[config.mk]
export PLATFORM = sky130hd
export DESIGN_NAME = fetch_sequencer
export DESIGN_NICKNAME = d
export VERILOG_FILES = /design/src/rtl/fetch_sequencer.sv
export SDC_FILE = /design/constraint.sdc
export NUM_CORES = 1
export LEC_CHECK = 0
export ABC_AREA = 0
export CAP_MARGIN = 25
export CORE_UTILIZATION = 35
export DETAILED_ROUTE_END_ITERATION = 10
export PLACE_DENSITY = 0.67
export SLEW_MARGIN = 5
export SYNTH_ARGS = -nofsm -noshare
export SYNTH_HDL_FRONTEND = slang
export SYNTH_SLANG_ARGS = --single-unit
[constraint.sdc]
create_clock -name clk -period 3.8 [get_ports clk]
set_input_delay 0.76 -clock clk [delete_from_list [all_inputs] [get_ports clk]]
set_output_delay 0.76 -clock clk [all_outputs]
set_load 0.005 [all_outputs]
[src/rtl/fetch_sequencer.sv]
// fetch_sequencer: drives the PC enable/stall pair and the instruction-memory
// request, and counts fetches in flight so that responses still in flight when
// a redirect happens are dropped. It also handles halt, drain and resume.
// Optional stall-cycle counter is compiled in with `define FETCH_SEQUENCER_PERF_EN.
module fetch_sequencer #(
  parameter int MAXOUTSTANDING = 2,
  parameter int PERFBITWIDTH   = 16
) (
  input  logic clk,
  input  logic sync_rst,
  input  logic clk_en,
  input  logic FetchReady,
  input  logic RespValid,
  input  logic IssueStall,
  input  logic RedirectEn,
  input  logic HaltReq,
  input  logic ResumeReq,
  output logic FetchReq,
  output logic PCEn,
  output logic StallEn,
  output logic InstrValid,
  output logic FlushOut,
  output logic Halted
`ifdef FETCH_SEQUENCER_PERF_EN
  ,
  output logic [PERFBITWIDTH-1:0] StallCycles
`endif
);

  localparam int            CW      = $clog2(MAXOUTSTANDING + 1);
  localparam logic [CW-1:0] MAX_OUT = CW'(MAXOUTSTANDING);
  localparam logic [CW-1:0] ONE     = CW'(1);

  localparam logic [1:0] BOOT   = 2'd0;
  localparam logic [1:0] RUN    = 2'd1;
  localparam logic [1:0] DRAIN  = 2'd2;
  localparam logic [1:0] HALTED = 2'd3;

  // Elaboration-time sanity check on the configuration.
  if (MAXOUTSTANDING < 1 || MAXOUTSTANDING > 7 || PERFBITWIDTH < 1) begin : g_param_chk
    $error("fetch_sequencer: MAXOUTSTANDING must be 1..7 and PERFBITWIDTH >= 1");
  end

  logic [1:0]    state, state_nxt;
  logic [CW-1:0] outstanding, outstanding_nxt;
  logic [CW-1:0] discard, discard_nxt;

  logic active;       // cycle in which state may change
  logic below_limit;  // room for another fetch in flight
  logic fetch_base;   // RUN and nothing else blocking a fetch
  logic redirect;     // redirect that takes effect this cycle
  logic resp_live;    // response that actually retires an in-flight fetch
  logic accept;       // request handed to memory this cycle

  // Per-cycle qualifiers and the combinational outputs.
  always_comb begin
    active      = ~sync_rst & clk_en;
    below_limit = outstanding < MAX_OUT;
    fetch_base  = (state == RUN) & ~IssueStall & ~HaltReq & ~RedirectEn;
    redirect    = active & RedirectEn & (state != BOOT);
    // A response with nothing in flight (e.g. left over from before reset)
    // has no matching fetch and is ignored.
    resp_live   = active & RespValid & (outstanding != '0);

    FetchReq    = active & fetch_base & below_limit;
    accept      = FetchReq & FetchReady;
    PCEn        = accept | redirect;
    StallEn     = ~PCEn;
    FlushOut    = redirect;
    // The response arriving alongside a redirect belongs to the old path.
    InstrValid  = resp_live & (discard == '0) & ~redirect & (state != BOOT);
    Halted      = ~sync_rst & (state == HALTED);
  end

  // In-flight count: accept adds one, a live response retires one.
  always_comb begin
    outstanding_nxt = outstanding;
    unique case ({accept, resp_live})
      2'b10:   outstanding_nxt = outstanding + ONE;
      2'b01:   outstanding_nxt = outstanding - ONE;
      default: outstanding_nxt = outstanding;
    endcase
  end

  // Discard count: a redirect marks everything still in flight as stale,
  // recomputed from the live count so repeated redirects never stack.
  always_comb begin
    discard_nxt = discard;
    if (redirect)
      discard_nxt = resp_live ? (outstanding - ONE) : outstanding;
    else if (resp_live && discard != '0)
      discard_nxt = discard - ONE;
  end

  // Control state: boot, run, drain toward halt, halted.
  always_comb begin
    state_nxt = state;
    unique case (state)
      BOOT:    state_nxt = RUN;
      RUN:     if (!RedirectEn && HaltReq) state_nxt = DRAIN;
      DRAIN:   if (outstanding_nxt == '0) state_nxt = HALTED;
      HALTED:  if (ResumeReq && !HaltReq) state_nxt = RUN;
      default: state_nxt = BOOT;
    endcase
  end

  // State registers; clk_en low freezes everything.
  always_ff @(posedge clk) begin
    if (sync_rst) begin
      state       <= BOOT;
      outstanding <= '0;
      discard     <= '0;
    end else if (clk_en) begin
      state       <= state_nxt;
      outstanding <= outstanding_nxt;
      discard     <= discard_nxt;
    end
  end

`ifdef FETCH_SEQUENCER_PERF_EN
  logic stall_hit;

  // A stall cycle is one where a fetch was wanted but memory was not ready
  // or the in-flight limit was reached.
  always_comb begin
    stall_hit = active & fetch_base & (~below_limit | ~FetchReady);
  end

  // Saturating stall-cycle counter.
  always_ff @(posedge clk) begin
    if (sync_rst)
      StallCycles <= '0;
    else if (stall_hit && !(&StallCycles))
      StallCycles <= StallCycles + {{(PERFBITWIDTH-1){1'b0}}, 1'b1};
  end
`endif

endmodule

==> reports/metrics.yaml, run 1 <==
synth:
  synth_cell_type_count: 28
  synthesis.instances: 67
  post_synthesis_sequential_area_ratio: 0.211
  post_synth_instance_area_um2: 568
  synthesis.nets: 84
  ys.warnings.count: 0
  synth.ff_latch_count: 6
  synth_area_per_cell_um2: 8.48
clock_tree:
  cts_hold_repair.buffers: 0
  number_of_clock_sinks: 6
  cts-htree-levels: 1
  tritoncts_clock_tree: "done"
  cts-buffers-inserted: 3
  cts_root_buffer: "sky130_fd_sc_hd__clkbuf_4"
  postCtsResizedCells: 0
  insertion_delay_ns: 0.24
  postCtsSetupRepairBufs: 0
  clock_tree.buffer_depth: 2
  clkSlewWorstSetupHoldPaths_ns: 0.05
worst_setup_path:
  worstPathCellList: "clkdlybuf4s50_1 > or4_4 > nor4b_4 > nand2_2 > nand2_1 > clkdlybuf4s50_1"
  critical-path-top-cell-by-count: "sky130_fd_sc_hd__clkdlybuf4s50_1"
  reg2reg_depth: 8
  arrival_ns: 2.65
  worstPathMaxFanout: 3
  timing.critical_path.slowest_stage_cell: "sky130_fd_sc_hd__or4_4"
  critical_path.startpoint_type: "input pin"
  critPathMaxStageDelay_ns: 0.50
  setup.worst_path.class: "input pin to primary output"
  r2r-end: "state[0]$_SDFFE_PP0P_"
  timing.rr.start: "outstanding[1]$_SDFFE_PP0P_"
  timing.reg2reg.setup_slack_ns: 1.11
  crit_path_start: "HaltReq"
  critPathCaptureType: "primary output"
  cp_data_required_time_ns: 3.04
floorplanning:
  die_height_um: 42.3
  floorplan.die.width_um: 42.3
  core_area_um2: 1510
  die_area_um2: 1790
  initial_core_util: 0.377
  top_level_ports: 15
  num_rows: 14
grt:
  antenna_found_initial: 0
  grt_pass1_vias: 498
  grt.overflow.total: 0
  globalRouteTotalUtil: 0.153
  largest_net_degree_at_the_start_of_global_routing: 8
  grt_pass1_wl_um: 2080
placement:
  gpl.final_weighted_congestion: 0.726
  number_of_buffer_cells_added_on_primary_ports: 14
  dp_hpwl_um: 930
run_status:
  run_status: "complete, no violations"
power_and_ir_drop:
  fin_total_pwr_mw: 0.172
  clockPowerShare: 0.333
  power_switching_mw: 0.0443
  power.ir.vdd_worst_mv: 0.128
  switching_share: 0.257
  static_leakage_nw: 0.304
  p_int_mw: 0.128
  combinationalPowerShare: 0.263
  power_share_of_the_sequential_group: 0.404
  power.density_nw_per_um2: 228
timing:
  final.setup.tns_ns: 0
  setup_violations: 0
  worst-slew-pin-transition_ns: 0.335
  maxClockFrequency_mhz: 293
  final.period_utilization: 0.898
  hold_violations: 0
  timing.slew.headroom: 0.777
  finalMaxSlewViolations: 0
  clock_skew_ns: 0.00771
  setup_repair_after_global_routing_missed_its_margin: "no"
  post-route-min-period_ns: 3.41
layout:
  antenna_cell_count: 0
  area_growth_pct: 32.8
  nNetsFinal: 103
  layout-drive-gt1-share: 0.179
route:
  drc_errors: 0
  detail_route.vias_per_cell: 4.92
  route.antenna.remaining_nets: 0
  routed_wire_length_per_instance_um: 11.4
  finalWirelength_um: 1140
  drt_first_iter_violations: 3
  vias: 492
  drt_pre_antenna_iters: 2
hold_path:
  hold_path_class: "register to register"
  timing.hold.worst.start: "state[1]$_SDFFE_PP0P_"
  worstHoldEndpoint: "state[1]$_SDFFE_PP0P_"
  worst_hold_path.num_cells: 2
run:
  cap_violations: 0
## final cells by class
type                       count  area [um2]
tap                           16        20.0
clock buffer                   3        22.5
timing repair buffer          15         148
sequential                     6         120
fill                         148         752
inverter                      10        37.5
multi-input combinational     50         407
## routing by layer
metal / global-route usage / routed length, um / vias to the layer above
met1: 0.204 / 592 / 216
met5: 0 / 0 / -
met2: 0.225 / 477 / 11
li1: - / - / 263
met4: 0.0938 / 15 / 0
met3: 0.0302 / 57 / 2
## power groups by stage
| stage | Sequential, mW | Clock (mW) | Combinational (mW) |
|---|---|---|---|
| global route | 0.0702 | 0.0629 | 0.0499 |
| CTS | 0.0696 | 0.0599 | 0.0457 |
| detailed placement | 0.0708 | 0 | 0.0454 |
| global placement | 0.0707 | 0 | 0.0452 |
| finish | 0.0696 | 0.0574 | 0.0453 |
| floorplan | 0.0703 | 0 | 0.0266 |
## cell families after synthesis
logic type	Yosys count	synth area share
and+or+nand+nor	28	0.315
buffers and inverters	11	0.0727
AOI/OAI and AO/OA	9	0.134
adders and majority gates	8	0.176
DFF	6	0.211
muxes	4	0.0749
xor gates and xnor gates	1	0.0154
## synth_stat cells
cell / number / share of area
sky130_fd_sc_hd__mux2i_1: 2 / 0.035
sky130_fd_sc_hd__mux2_1: 2 / 0.040
sky130_fd_sc_hd__nor2_2: 2 / 0.022
sky130_fd_sc_hd__and4bb_2: 1 / 0.022
sky130_fd_sc_hd__and4b_1: 1 / 0.018
sky130_fd_sc_hd__nand2b_1: 3 / 0.033
sky130_fd_sc_hd__o211ai_1: 2 / 0.026
sky130_fd_sc_hd__ha_1: 8 / 0.18
sky130_fd_sc_hd__dfxtp_1: 6 / 0.21
sky130_fd_sc_hd__clkbuf_1: 1 / 0.0066
sky130_fd_sc_hd__inv_1: 6 / 0.040
sky130_fd_sc_hd__a221oi_1: 1 / 0.015
sky130_fd_sc_hd__a211oi_1: 2 / 0.026
sky130_fd_sc_hd__nand2_2: 1 / 0.011
sky130_fd_sc_hd__nand3b_1: 1 / 0.013
sky130_fd_sc_hd__a21o_1: 1 / 0.013
sky130_fd_sc_hd__o21a_1: 1 / 0.013
sky130_fd_sc_hd__nor4b_4: 1 / 0.042
sky130_fd_sc_hd__nor3_1: 2 / 0.018
sky130_fd_sc_hd__nor2b_1: 3 / 0.033
sky130_fd_sc_hd__inv_2: 4 / 0.026
sky130_fd_sc_hd__or2_1: 1 / 0.011
sky130_fd_sc_hd__o31ai_1: 1 / 0.013
sky130_fd_sc_hd__nand2_1: 3 / 0.020
sky130_fd_sc_hd__a221oi_2: 1 / 0.026
sky130_fd_sc_hd__xnor2_1: 1 / 0.015
sky130_fd_sc_hd__or4_4: 1 / 0.020
sky130_fd_sc_hd__nor2_1: 8 / 0.053
## critical path: cells and delay by family
| family | cells | cell delay, ns |
|---|---|---|
| buf+inv | 2 | 0.94 |
| simple gates | 4 | 0.95 |
## per-stage QoR
stage                     setup WS (ns)  std cells  utilization  cell area (um2)  hold WS (ns)
after floorplan                   0.849         67            -              568         0.482
after global placement            0.319         97        0.486              732         0.503
after detailed placement          0.299         97        0.486              732         0.523
after CTS                         0.378        100        0.501              754         0.532
after global routing              0.286        100        0.501              754         0.557
final                             0.388        100        0.501              754         0.533
## flip-flops by register name, indices dropped and copies added, names as in the netlist
register	flops
state	2
discard	2
outstanding	2
## layout by cell type, fill, tap and decap left out, drive strengths merged, types with 3 or more instances in the layout
cell | Yosys | layout
clkdlybuf4s50 | 0 | 14
ha | 8 | 8
clkbuf | 1 | 3
nand2 | 4 | 4
inv | 10 | 10
nor2 | 10 | 10
nand2b | 3 | 3
nor2b | 3 | 3
dfxtp | 6 | 6
## worst max path at each step
stage | endpoint | slack [ns] | cells after the start
after global placement | state[0]$_SDFFE_PP0P_ | 0.32 | 9
after floorplan | state[0]$_SDFFE_PP0P_ | 0.85 | 8
after CTS | PCEn | 0.38 | 6
final | PCEn | 0.39 | 6
after global routing | PCEn | 0.29 | 6
after detailed placement | state[0]$_SDFFE_PP0P_ | 0.30 | 9
Note: power is estimated with default switching activity, not from simulation.
==> run 2, diff against run 1 <==
--- a/config.mk
+++ b/config.mk
@@ -10,6 +10,7 @@
 export CORE_UTILIZATION = 35
 export DETAILED_ROUTE_END_ITERATION = 10
 export PLACE_DENSITY = 0.67
+export SETUP_SLACK_MARGIN = 0.3
 export SLEW_MARGIN = 5
 export SYNTH_ARGS = -nofsm -noshare
 export SYNTH_HDL_FRONTEND = slang
==> run 2 against run 1 <==
Net effect: non-clock buffer count is the same; final cell count is the same; first-iteration DRC count did not move; final area unchanged; die area did not move; critical path type unchanged.
==> reports/metrics.yaml, run 2 (synthesis results as in run 1) <==
worst_setup_path:
  setup.worst_path.class: "input pin to primary output"  # unchanged
  r2r-end: "state[0]$_SDFFE_PP0P_"  # unchanged
  crit_path_start: "HaltReq"  # unchanged
  timing.reg2reg.setup_slack_ns: 1.11  # about the same
  worstPathMaxFanout: 3  # unchanged
  arrival_ns: 2.65  # about the same
  critPathCaptureType: "primary output"  # unchanged
  crit_end: "PCEn"  # unchanged
  critical_path.startpoint_type: "input pin"  # unchanged
  reg2reg_depth: 8  # unchanged
  cp_data_required_time_ns: 3.04  # about the same
  timing.rr.start: "outstanding[1]$_SDFFE_PP0P_"  # unchanged
layout:
  nNetsFinal: 103  # unchanged
  multi_input_area_um2: 407  # unchanged
  postLayoutCellArea_um2: 754  # unchanged
  layout-drive-gt1-share: 0.179  # unchanged
  most_common_cell_after_layout_fill_and_taps_aside: "sky130_fd_sc_hd__clkdlybuf4s50_1"  # unchanged
  area_growth_pct: 32.8  # unchanged
  antenna_cell_count: 0  # unchanged
  num-fill-cells: 148  # unchanged
  stdcell_count: 100  # unchanged
  mostFrequentLayoutCells: "sky130_fd_sc_hd__clkdlybuf4s50_1 (14), sky130_fd_sc_hd__nor2_1 (8), sky130_fd_sc_hd__ha_1 (8)"  # unchanged
  finish.utilization: 0.501  # unchanged
  area.sequential_um2: 120  # unchanged
  reg.largest.list: "discard (2), outstanding (2), state (2)"  # unchanged
timing:
  maxClockFrequency_mhz: 293  # unchanged
  final.setup.worst_slack_ns: 0.388  # unchanged
  clock_skew_ns: 0.00771  # unchanged
  final.setup.tns_ns: 0  # unchanged
  whs_ns: 0.533  # unchanged
  setup_violations: 0  # unchanged
  final.period_utilization: 0.898  # unchanged
  setup_repair_after_global_routing_missed_its_margin: "yes"  # was no
  hold_violations: 0  # unchanged
  worst-slew-pin-transition_ns: 0.335  # unchanged
  finalMaxSlewViolations: 0  # unchanged
  post-route-min-period_ns: 3.41  # unchanged
  timing.slew.headroom: 0.777  # unchanged
floorplanning:
  die_height_um: 42.3  # unchanged
  top_level_ports: 15  # unchanged
  core_area_um2: 1510  # unchanged
  num_rows: 14  # unchanged
  floorplan.die.width_um: 42.3  # unchanged
  die_area_um2: 1790  # unchanged
  initial_core_util: 0.377  # unchanged
power_and_ir_drop:
  power_switching_mw: 0.0443  # unchanged
  power.density_nw_per_um2: 228  # unchanged
  p_int_mw: 0.128  # unchanged
  power_share_of_the_sequential_group: 0.404  # about the same
  power.ir.vdd_worst_mv: 0.128  # unchanged
  clockPowerShare: 0.333  # about the same
  fin_total_pwr_mw: 0.172  # unchanged
  static_leakage_nw: 0.304  # unchanged
  combinationalPowerShare: 0.263  # about the same
  switching_share: 0.257  # unchanged
grt:
  globalRouteTotalUtil: 0.153  # unchanged
  grt.overflow.total: 0  # unchanged
  grt_pass1_vias: 498  # unchanged
  largest_net_degree_at_the_start_of_global_routing: 8  # unchanged
  grt_pass1_wl_um: 2080  # unchanged
  antenna_found_initial: 0  # unchanged
placement:
  number_of_buffer_cells_added_on_primary_ports: 14  # unchanged
  setup_ws_pre_cts_ns: 0.299  # unchanged
  dp_hpwl_um: 930  # unchanged
  dpl-instance-area_um2: 732  # unchanged
  numPlacedInstances: 97  # unchanged
  gpl.final_weighted_congestion: 0.726  # unchanged
clock_tree:
  cts_hold_repair.buffers: 0  # unchanged
  postCtsSetupRepairBufs: 0  # unchanged
  cts-htree-levels: 1  # unchanged
  number_of_clock_sinks: 6  # unchanged
  insertion_delay_ns: 0.24  # about the same
  clock_tree.buffer_depth: 2  # unchanged
  cts_root_buffer: "sky130_fd_sc_hd__clkbuf_4"  # unchanged
  cts-buffers-inserted: 3  # unchanged
  tritoncts_clock_tree: "done"  # unchanged
  postCtsResizedCells: 0  # unchanged
  clkSlewWorstSetupHoldPaths_ns: 0.05  # about the same
route:
  finalWirelength_um: 1140  # unchanged
  detail_route.vias_per_cell: 4.92  # unchanged
  vias: 492  # unchanged
  route.antenna.remaining_nets: 0  # unchanged
  drt_pre_antenna_iters: 2  # unchanged
  routed_wire_length_per_instance_um: 11.4  # unchanged
  drc_errors: 0  # unchanged
  drt_first_iter_violations: 3  # unchanged
run:
  cap_violations: 0  # unchanged
hold_path:
  hold_path_class: "register to register"  # unchanged
run_status:
  run_status: "complete, no violations"  # unchanged
[run 2: cell counts in the layout (fill, tap and decap cells not counted)]
Identical to the previous run, type by type.
[run 2: per-layer routing]
metal / up-vias / GRT usage / part of all wire
li1: 263 / - / -
met3: 2 / 0.0302 / 0.050
met1: 216 / 0.204 / 0.52
met5: - / 0 / 0
met2: 11 / 0.225 / 0.42
met4: 0 / 0.0938 / 0.013
[run 2: worst max-delay path, cell delays in order]
cell and delay [ns]:
sky130_fd_sc_hd__clkdlybuf4s50_1 0.44, sky130_fd_sc_hd__or4_4 0.50, sky130_fd_sc_hd__nor4b_4 0.26, sky130_fd_sc_hd__nand2_2 0.12
sky130_fd_sc_hd__nand2_1 0.07, sky130_fd_sc_hd__clkdlybuf4s50_1 0.50
[run 2: final cells by class]
class | count | area share
timing repair buffer | 15 | 0.196
tap | 16 | 0.0265
inverter | 10 | 0.0498
multi-input combinational | 50 | 0.539
sequential | 6 | 0.159
clock buffer | 3 | 0.0299
[run 2: worst min-delay path by stage]
stage / cells past startpoint / endpoint / from / slack (ns)
after floorplan: 2 / state[1]$_SDFFE_PP0P_ / state[1]$_SDFFE_PP0P_ / 0.48
after global placement: 2 / state[1]$_SDFFE_PP0P_ / state[1]$_SDFFE_PP0P_ / 0.50
after detailed placement: 2 / state[1]$_SDFFE_PP0P_ / state[1]$_SDFFE_PP0P_ / 0.52
after CTS: 2 / state[1]$_SDFFE_PP0P_ / state[1]$_SDFFE_PP0P_ / 0.53
after global routing: 2 / state[1]$_SDFFE_PP0P_ / state[1]$_SDFFE_PP0P_ / 0.56
final: 2 / state[1]$_SDFFE_PP0P_ / state[1]$_SDFFE_PP0P_ / 0.53
[run 2: power groups by stage]
stage	sequential [mW]	clock (mW)	combinational, mW
CTS	0.0696	0.0599	0.0457
global route	0.0702	0.0629	0.0499
finish	0.0696	0.0574	0.0453
floorplan	0.0703	0	0.0266
global placement	0.0707	0	0.0452
detailed placement	0.0708	0	0.0454
